### config.mk
export PLATFORM = sky130hd
export DESIGN_NAME = ad9363_rx_delay_cal
export DESIGN_NICKNAME = d
export VERILOG_FILES = /design/src/rtl/ad9363_pkg.sv /design/src/rtl/ad9363_sync_bit.sv /design/src/rtl/ad9363_rx_delay_cal.sv
export SDC_FILE = /design/constraint.sdc
export NUM_CORES = 1
export LEC_CHECK = 0
export CORE_UTILIZATION = 39
export DETAILED_ROUTE_END_ITERATION = 8
export PLACE_DENSITY = 0.66
export SYNTH_ARGS = -nofsm -noshare
export SYNTH_HDL_FRONTEND = slang
export SYNTH_SLANG_ARGS = --single-unit
### constraint.sdc
create_clock -name ref_clk -period 3.01 [get_ports ref_clk]
set_clock_uncertainty 0.05 [all_clocks]
set_input_delay 0.602 -clock ref_clk [delete_from_list [all_inputs] [get_ports ref_clk]]
set_output_delay 0.602 -clock ref_clk [all_outputs]
set_load 0.02 [all_outputs]
### src/rtl/ad9363_pkg.sv
// Shared definitions for the AD9363 receive-interface delay calibration.
package ad9363_pkg;

  localparam int unsigned TAP_COUNT = 32;
  localparam int unsigned TAP_W     = 5;
  localparam int unsigned LEN_W     = 6;

  typedef enum logic [3:0] {
    IDLE,
    CE_WAIT,
    SET_TAP,
    LOAD,
    SETTLE,
    CHECK,
    EVAL,
    FINAL,
    APPLY_SET,
    APPLY_LOAD,
    DONE,
    FAIL
  } cal_state_e;

  // Midpoint of a window, biased toward its start for even widths.
  function automatic logic [TAP_W-1:0] window_center(input logic [TAP_W-1:0] start,
                                                      input logic [LEN_W-1:0] len);
    logic [LEN_W-1:0] sum;
    sum = {1'b0, start} + ((len - LEN_W'(1)) >> 1);
    return sum[TAP_W-1:0];
  endfunction

endpackage

### src/rtl/ad9363_sync_bit.sv
// Two-flop synchronizer for a single level signal from a foreign domain.
module ad9363_sync_bit (
  input  logic clk,
  input  logic rst,
  input  logic d,
  output logic q
);

  logic meta;

  always_ff @(posedge clk or posedge rst) begin
    if (rst) begin
      meta <= 1'b0;
      q    <= 1'b0;
    end else begin
      meta <= d;
      q    <= meta;
    end
  end

endmodule

### src/rtl/ad9363_rx_delay_cal.sv
// Sweeps all IDELAY taps, finds the widest window where rx_status holds, and
// loads the centre tap of that window back into the receive interface.
module ad9363_rx_delay_cal
  import ad9363_pkg::*;
#(
  parameter int unsigned SETTLE_CYCLES = 64,
  parameter int unsigned CHECK_CYCLES  = 1024,
  parameter int unsigned MIN_WINDOW    = 4
) (
  input  logic             ref_clk,
  input  logic             rst,
  input  logic             cal_start,
  input  logic             rx_status,
  output logic             data_clk_ce,
  output logic [TAP_W-1:0] rx_delay_value,
  output logic             rx_delay_load_en,
  output logic             cal_busy,
  output logic             cal_done,
  output logic             cal_fail,
  output logic [TAP_W-1:0] best_start,
  output logic [LEN_W-1:0] best_len
);

  localparam int unsigned CNT_MAX = (SETTLE_CYCLES > CHECK_CYCLES) ? SETTLE_CYCLES : CHECK_CYCLES;
  localparam int unsigned CNT_W   = $clog2(CNT_MAX + 1);
  localparam logic [CNT_W-1:0] SETTLE_LAST = CNT_W'(SETTLE_CYCLES - 1);
  localparam logic [CNT_W-1:0] CHECK_LAST  = CNT_W'(CHECK_CYCLES - 1);
  localparam logic [TAP_W-1:0] LAST_TAP    = TAP_W'(TAP_COUNT - 1);

  cal_state_e       state;
  logic [CNT_W-1:0] cnt;
  logic [TAP_W-1:0] tap;
  logic             pass;
  logic [TAP_W-1:0] run_start;
  logic [LEN_W-1:0] run_len;
  logic             rx_sync;

  logic [LEN_W-1:0] cand_len;
  logic [TAP_W-1:0] cand_start;
  logic             take_best;

  ad9363_sync_bit u_sync (
    .clk (ref_clk),
    .rst (rst),
    .d   (rx_status),
    .q   (rx_sync)
  );

  // A run is judged when it ends on a failing tap or when the sweep runs out
  // at the last tap; strict '>' keeps the lowest-start window on ties.
  always_comb begin
    cand_len   = pass ? (run_len + LEN_W'(1)) : run_len;
    cand_start = (pass && run_len == '0) ? tap : run_start;
    take_best  = (!pass || tap == LAST_TAP) && (cand_len > best_len);
  end

  always_ff @(posedge ref_clk or posedge rst) begin
    if (rst) begin
      state            <= IDLE;
      cnt              <= '0;
      tap              <= '0;
      pass             <= 1'b0;
      run_start        <= '0;
      run_len          <= '0;
      data_clk_ce      <= 1'b0;
      rx_delay_value   <= '0;
      rx_delay_load_en <= 1'b0;
      cal_busy         <= 1'b0;
      cal_done         <= 1'b0;
      cal_fail         <= 1'b0;
      best_start       <= '0;
      best_len         <= '0;
    end else begin
      unique case (state)
        IDLE, DONE, FAIL: begin
          if (cal_start) begin
            cal_done    <= 1'b0;
            cal_fail    <= 1'b0;
            best_start  <= '0;
            best_len    <= '0;
            run_start   <= '0;
            run_len     <= '0;
            tap         <= '0;
            cnt         <= '0;
            cal_busy    <= 1'b1;
            data_clk_ce <= 1'b1;
            state       <= CE_WAIT;
          end
        end
        CE_WAIT: begin
          if (cnt == SETTLE_LAST) begin
            cnt            <= '0;
            rx_delay_value <= tap;
            state          <= SET_TAP;
          end else begin
            cnt <= cnt + CNT_W'(1);
          end
        end
        SET_TAP: begin
          rx_delay_load_en <= 1'b1;
          state            <= LOAD;
        end
        LOAD: begin
          rx_delay_load_en <= 1'b0;
          cnt              <= '0;
          state            <= SETTLE;
        end
        SETTLE: begin
          if (cnt == SETTLE_LAST) begin
            cnt   <= '0;
            pass  <= 1'b1;
            state <= CHECK;
          end else begin
            cnt <= cnt + CNT_W'(1);
          end
        end
        CHECK: begin
          if (!rx_sync) pass <= 1'b0;
          if (cnt == CHECK_LAST) begin
            cnt   <= '0;
            state <= EVAL;
          end else begin
            cnt <= cnt + CNT_W'(1);
          end
        end
        EVAL: begin
          if (take_best) begin
            best_start <= cand_start;
            best_len   <= cand_len;
          end
          run_start <= cand_start;
          run_len   <= pass ? cand_len : '0;
          if (tap == LAST_TAP) begin
            state <= FINAL;
          end else begin
            tap            <= tap + TAP_W'(1);
            rx_delay_value <= tap + TAP_W'(1);
            state          <= SET_TAP;
          end
        end
        FINAL: begin
          if (best_len >= LEN_W'(MIN_WINDOW)) begin
            rx_delay_value <= window_center(best_start, best_len);
          end else begin
            rx_delay_value <= '0;
            cal_fail       <= 1'b1;
          end
          state <= APPLY_SET;
        end
        APPLY_SET: begin
          rx_delay_load_en <= 1'b1;
          state            <= APPLY_LOAD;
        end
        APPLY_LOAD: begin
          rx_delay_load_en <= 1'b0;
          cal_busy         <= 1'b0;
          if (cal_fail) begin
            state <= FAIL;
          end else begin
            cal_done <= 1'b1;
            state    <= DONE;
          end
        end
        default: state <= IDLE;
      endcase
    end
  end

endmodule

==> qor.csv, run 1 <==
stage,metric,value,unit
route,ant_nets,0,
global_route,overflow,0,
critical_path,critical_path.max_fanout,11,
sta,slew_viol_final,0,
critical_path,crit_path_frequent_cell,ha_1,
sta,tns,0,ps
logic_synthesis,synth_fp_nets,353,
clock_network,cts_resized,0,
clock_network,postCtsSetupBuffers,0,
global_route,grt_first_pass_wirelength,12400,µm
job,cap_violations,0,
clock_network,clk_path_buf_depth,2,
route,wl_per_cell,15.7,µm
die,die_h,93.6,µm
clock_network,cts_root_buf,clkbuf_8,
clock_network,cts_max_level,2,
final_layout,layout-drive-gt1-share,0.104,
route,wl,7220,µm
critical_path,end_kind,flop,
sta,slew_headroom,0.545,
clock_network,worstSkewPairLatency,320,ps
critical_path,crit_chain,ha_1 -> nand4_1 -> xor2_1 -> inv_1 -> ha_1 -> nand3_1 -> a21oi_1 -> o311a_2 -> o21ai_2 -> a32o_1,
clock_network,cts_sinks,55,
critical_path,arrival,2900,ps
route,drc,0,
final_layout,area_growth,12.4,%
power,irDropWorstVdd,0.000204,V
power,power.density,321,nW/µm²
global_route,gr-max-usage-layer,met2,
global_route,use_met1,0.247,
hold_path,hold_class,reg -> reg,
final_layout,layout.nets,376,
die,die_area,8760,µm²
sta,rsz0062_at_grt,false,
logic_synthesis,netlist_top_cells_area,"dfrtp_1 42%, ha_1 6.5%, o21ai_0 4.6%, nand2_1 3.4%, mux2i_1 2.4%",
die,rows,33,
global_route,grt_max_degree,21,
logic_synthesis,ys_ff_latch,55,
logic_synthesis,synthArstFlopShare,1.00,
logic_synthesis,synth.avg_cell_area,9.88,µm²
die,die_w,93.6,µm
critical_path,cp-start-kind,flop,
critical_path,cp_data_required_time,3210,ps
clock_network,cts_buffers,5,
global_route,antenna_found_initial,0,
critical_path,cp_num_buf_inv,1,
sta,timing.final.crit_share,0.895,
clock_network,cts_hold_buf,0,
die,initial_core_util,0.400,
critical_path,cp_top_family,compound AO/OA/AOI/OAI gates,
sta,worst_slew_pin_slew,677,ps
global_route,grtUsageMet3,0.0268,
placement,pre_cts_slack,326,ps
route,dr.pass1.iters,6,
sta,final.setup.worst_slack,315,ps
placement,port_buffers,24,
critical_path,crit_type,reg -> reg,
final_layout,nFillCells,797,
logic_synthesis,synthTopCellsByCount,"55 x dfrtp_1, 30 x nand2_1, 30 x o21ai_0",
sta,finalSetupViolations,0,
logic_synthesis,ys_seq_area_frac,0.421,
sta,whs,307,ps
critical_path,crit_slowest_cell,o21ai_2,
logic_synthesis,syn_area,3270,µm²
sta,max_freq,371,MHz
logic_synthesis,yosysTopAreaCellShare,0.421,
die,core-area,8180,µm²
sta,hold_viol,0,
power,leakage,1.58,nW
die,ioPinCount,25,
logic_synthesis,synth_edf_count,0,
logic_synthesis,ys_types,65,
logic_synthesis,yosysWarnings,0,
logic_synthesis,yosysMostFrequentCell,dfrtp_1,
global_route,grt_use_total,0.181,
route,vias_per_cell,5.50,
placement,place_congestion,0.870,
final_layout,antenna_cells,0,
global_route,met2_usage,0.298,
status,outcome,finished clean,
clock_network,cts_tree,yes,
logic_synthesis,synth_top_area_cell,dfrtp_1,
route,vias,2529,
clock_network,clkSlewWorstSetupHoldPaths,110,ps
route,drt_iter0_drc,154,
placement,hpwlAfterDp,5350,µm
logic_synthesis,ys.flop_type,dfrtp_1,
global_route,grt_pass1_vias,2453,
critical_path,critPathMaxStageDelay,440,ps
sta,min_period,2690,ps
logic_synthesis,synthCells,331,
[placed cells by master (no fill, tap or decap), types with 3 or more instances in the layout]
cell type and count:
o2bb2ai_1 9, a32o_1 3, buf_4 5, and3_1 4, a22o_1 7, o22ai_1 3
mux2i_1 8, nand3_1 9, ha_1 17, nor3_1 7, o21ai_0 30, o211ai_1 3
xor2_1 5, a21oi_1 15, nor2_1 16, clkbuf_8 5, xnor2_1 8, nand4_1 4
a31oi_1 11, nand2_1 30, inv_1 17, clkdlybuf4s50_1 24, dfrtp_1 55, or2_2 3
o21a_1 3
[through the flow]
| stage | area [µm²] | utilization | total power, mW | instances |
|---|---|---|---|---|
| after floorplan | 3270 | - | 0.768 | 331 |
| after global placement | 3590 | 0.439 | 0.780 | 452 |
| after detailed placement | 3590 | 0.439 | 0.780 | 452 |
| after CTS | 3680 | 0.450 | 1.20 | 460 |
| after global routing | 3680 | 0.450 | 1.23 | 460 |
| final | 3680 | 0.450 | 1.18 | 460 |
[cell type report]
class                   instances  area (µm²)  area share
well taps                     105         131      0.0357
flip-flops and latches         55        1380       0.374
repair buffers                 29         278      0.0755
clock buffers                   5        68.8      0.0187
inverters                      19        71.3      0.0194
clock inverters                 3        20.0     0.00544
multi-input cells             244        1730       0.471
[per-layer routing]
metal  routed length, µm  share of wire
met3                 301          0.042
met1                3480           0.48
met5                   0              0
met2                3350           0.46
met4                  85          0.012
[final timing paths]
check,startpoint,to,slack [ps],cells after the start
worst max-delay path,run_len[0]$_DFFE_PP0P_,best_len[1]$_DFFE_PP0P_,320,10
worst max register to register,run_len[0]$_DFFE_PP0P_,best_len[1]$_DFFE_PP0P_,320,10
worst min register to register,u_sync.meta$_DFF_PP0_,u_sync.q$_DFF_PP0_,310,0
min in group asynchronous,rst,run_start[0]$_DFFE_PP0P_,570,2
worst min-delay path,u_sync.meta$_DFF_PP0_,u_sync.q$_DFF_PP0_,310,0
max in group asynchronous,rst,u_sync.meta$_DFF_PP0_,1720,3
[worst register-to-register path, cell delays in order (launching register included)]
cell and delay (ps):
dfrtp_1 400, ha_1 240, nand4_1 110, xor2_1 230, inv_1 70, ha_1 290, nand3_1 120, a21oi_1 60
o311a_2 420, o21ai_2 440, a32o_1 210
[where the power goes]
part / switching (mW) / total [mW] / internal [mW]
Sequential: 0.000361 / 0.740 / 0.740
Combinational: 0.0176 / 0.0237 / 0.00619
Clock: 0.253 / 0.416 / 0.163
[kinds of logic (layout without fill, tap and decap cells)]
logic type,after synthesis,count (layout),share of synthesized area
fa+ha+maj,18,18,0.0711
flops,55,55,0.421
xor+xnor,13,13,0.0348
buf+inv,32,56,0.0501
compound gates,106,106,0.228
simple gates,96,96,0.159
mux,11,11,0.0359
[state kept, by name (all words and copies together) (netlist names), 4 cells and up]
register	flops
state	4
best_len	6
rx_delay_value	5
best_start	5
run_start	5
cnt	11
tap	5
run_len	6
No activity file was read; power rests on OpenSTA's default activity.
==> run 2, diff against run 1 <==
SETUP_SLACK_MARGIN = 0.15   (was default)
==> qor.csv, run 2 (synthesis results as in run 1) <==
stage,metric,value,unit,change
clock_network,clkSlewWorstSetupHoldPaths,110,ps,about the same
final_layout,largest_register_ffs,11,,unchanged
hold_path,worst_hold_path.endpoint,u_sync.q$_DFF_PP0_,,
global_route,grt_first_pass_wirelength,12400,µm,unchanged
power,switching_share,0.231,,+0.00135
sta,slew_headroom,0.587,,+0.0420
final_layout,layout.nets,376,,unchanged
final_layout,area_growth,12.6,%,
status,outcome,finished clean,,
sta,slew_viol_final,0,,unchanged
hold_path,holdPathStages,0,,unchanged
die,die_h,93.6,µm,unchanged
global_route,use_met1,0.247,,unchanged
sta,finalSetupViolations,0,,unchanged
sta,max_freq,383,MHz,+3.2%
sta,timing.final.crit_share,0.868,,-0.0277
critical_path,crit_type,reg -> reg,,
final_layout,top_regs,"cnt (11), best_len (6), run_len (6)",,
clock_network,cts_tree,yes,,
global_route,grtUsageMet3,0.0268,,unchanged
clock_network,cts_max_level,2,,unchanged
die,rows,33,,unchanged
route,drt_iter0_drc,155,,+0.65%
hold_path,hold_class,reg -> reg,,
global_route,antenna_found_initial,0,,unchanged
critical_path,end_kind,flop,,
power,clkPwrFrac,0.354,,about the same
critical_path,cp-start-kind,flop,,
global_route,overflow,0,,unchanged
global_route,met2_usage,0.298,,unchanged
clock_network,worstSkewPairLatency,320,ps,about the same
route,wl,7210,µm,about the same
global_route,grt_use_total,0.181,,unchanged
sta,min_period,2610,ps,-83.3 ps
sta,tns,0,ps,unchanged
placement,place_congestion,0.870,,unchanged
clock_network,postCtsSetupBuffers,0,,unchanged
critical_path,timing.rr.end,rx_delay_value[4]$_DFFE_PP0P_,,
final_layout,antenna_cells,0,,unchanged
placement,dp.cells,452,,unchanged
global_route,grt_pass1_vias,2453,,unchanged
critical_path,cp_data_required_time,3150,ps,-60 ps
route,dr.pass1.iters,4,,-2
die,initial_core_util,0.400,,unchanged
power,power.total,1.18,mW,+0.18%
critical_path,rr_worst_depth,10,,unchanged
die,ioPinCount,25,,unchanged
clock_network,cts_sinks,55,,unchanged
die,die_w,93.6,µm,unchanged
global_route,grt_max_degree,21,,unchanged
placement,port_buffers,24,,unchanged
die,die_area,8760,µm²,unchanged
critical_path,r2r_setup_slack,400,ps,+80 ps
clock_network,cts_buffers,5,,unchanged
placement,hpwlAfterDp,5350,µm,unchanged
job,cap_violations,0,,unchanged
sta,rsz0062_at_grt,false,,
sta,hold_viol,0,,unchanged
power,p_seq_frac,0.626,,about the same
power,power.density,321,nW/µm²,about the same
clock_network,clk_path_buf_depth,2,,unchanged
critical_path,critical_path.max_fanout,4,,-7
route,vias,2545,,+0.63%
global_route,gr-max-usage-layer,met2,,
critical_path,r2r-start,best_len[1]$_DFFE_PP0P_,,
power,irDropWorstVdd,0.000204,V,-0.18%
power,p_switching,0.273,mW,+0.77%
route,wl_per_cell,15.7,µm,about the same
clock_network,cts_resized,0,,unchanged
clock_network,cts_hold_buf,0,,unchanged
final_layout,most-common-layout-cells,"55 x dfrtp_1, 30 x nand2_1, 30 x o21ai_0",,
final_layout,layout-drive-gt1-share,0.104,,unchanged
route,drc,0,,unchanged
route,ant_nets,0,,unchanged
power,leakage,1.58,nW,about the same
clock_network,cts_root_buf,clkbuf_8,,
hold_path,hold_start,u_sync.meta$_DFF_PP0_,,
die,core-area,8180,µm²,unchanged
sta,worst_slew_pin_slew,614,ps,-62.5 ps
power,combPwrFrac,0.020,,about the same
final_layout,finalNonFillerCells,460,,unchanged
final_layout,largest-register,cnt,,
final_layout,final_common_cell,dfrtp_1,,
power,p_int,0.909,mW,about the same
route,vias_per_cell,5.53,,+0.63%
critical_path,arrival,2750,ps,-150 ps
[run 2: changes by cell type in the layout (fill, tap and decap cells not counted)]
cell,delta
o21ai_4,+1
o21ai_2,-1
[run 2: how the worst max path moves through the flow]
stage | start | end | slack (ps) | cells after the start
after CTS | run_len[0]$_DFFE_PP0P_ | best_len[1]$_DFFE_PP0P_ | 330 | 10
after global placement | run_len[2]$_DFFE_PP0P_ | best_len[2]$_DFFE_PP0P_ | 420 | 10
after detailed placement | run_len[0]$_DFFE_PP0P_ | best_len[1]$_DFFE_PP0P_ | 330 | 10
final | best_len[1]$_DFFE_PP0P_ | rx_delay_value[4]$_DFFE_PP0P_ | 400 | 10
after global routing | run_len[2]$_DFFE_PP0P_ | best_len[3]$_DFFE_PP0P_ | 250 | 10
after floorplan | pass$_DFFE_PP0P_ | best_len[3]$_DFFE_PP0P_ | 580 | 12
[run 2: cell type report]
cell class                 instances  area, µm²
timing repair buffer              29        278
fill                             795       4490
sequential                        55       1380
inverter                          19       71.3
clock buffer                       5       68.8
clock inverter                     3       20.0
tap                              105        131
multi-input combinational        244       1740
[run 2: critical path, stage by stage, from the launching register on]
cell,delay [ps]
dfrtp_1,440
inv_1,120
ha_1,290
inv_1,40
ha_1,190
fa_1,400
a21o_1,170
a21oi_1,160
xnor2_1,160
mux2i_1,330
a31oi_1,120
[run 2: per-stage QoR]
step | cell area (µm²) | util | setup slack (ps) | hold slack, ps
2_1_floorplan | 3270 | - | 580 | 281
3_3_place_gp | 3590 | 0.439 | 419 | 290
3_5_place_dp | 3590 | 0.439 | 326 | 303
4_1_cts | 3680 | 0.450 | 327 | 306
5_1_grt | 3680 | 0.451 | 251 | 310
6_report | 3680 | 0.451 | 399 | 299
[run 2: power by group through the flow]
stage	combinational (mW)	clock (mW)	sequential (mW)
floorplan	0.0132	0	0.754
global placement	0.0256	0	0.754
detailed placement	0.0258	0	0.755
CTS	0.0258	0.431	0.740
global route	0.0284	0.456	0.740
finish	0.0237	0.418	0.740
[run 2: routing by layer]
layer	up-vias	part of all wire
li1	1267	-
met1	1227	0.49
met2	44	0.46
met4	0	0.012
met5	-	0
met3	7	0.037
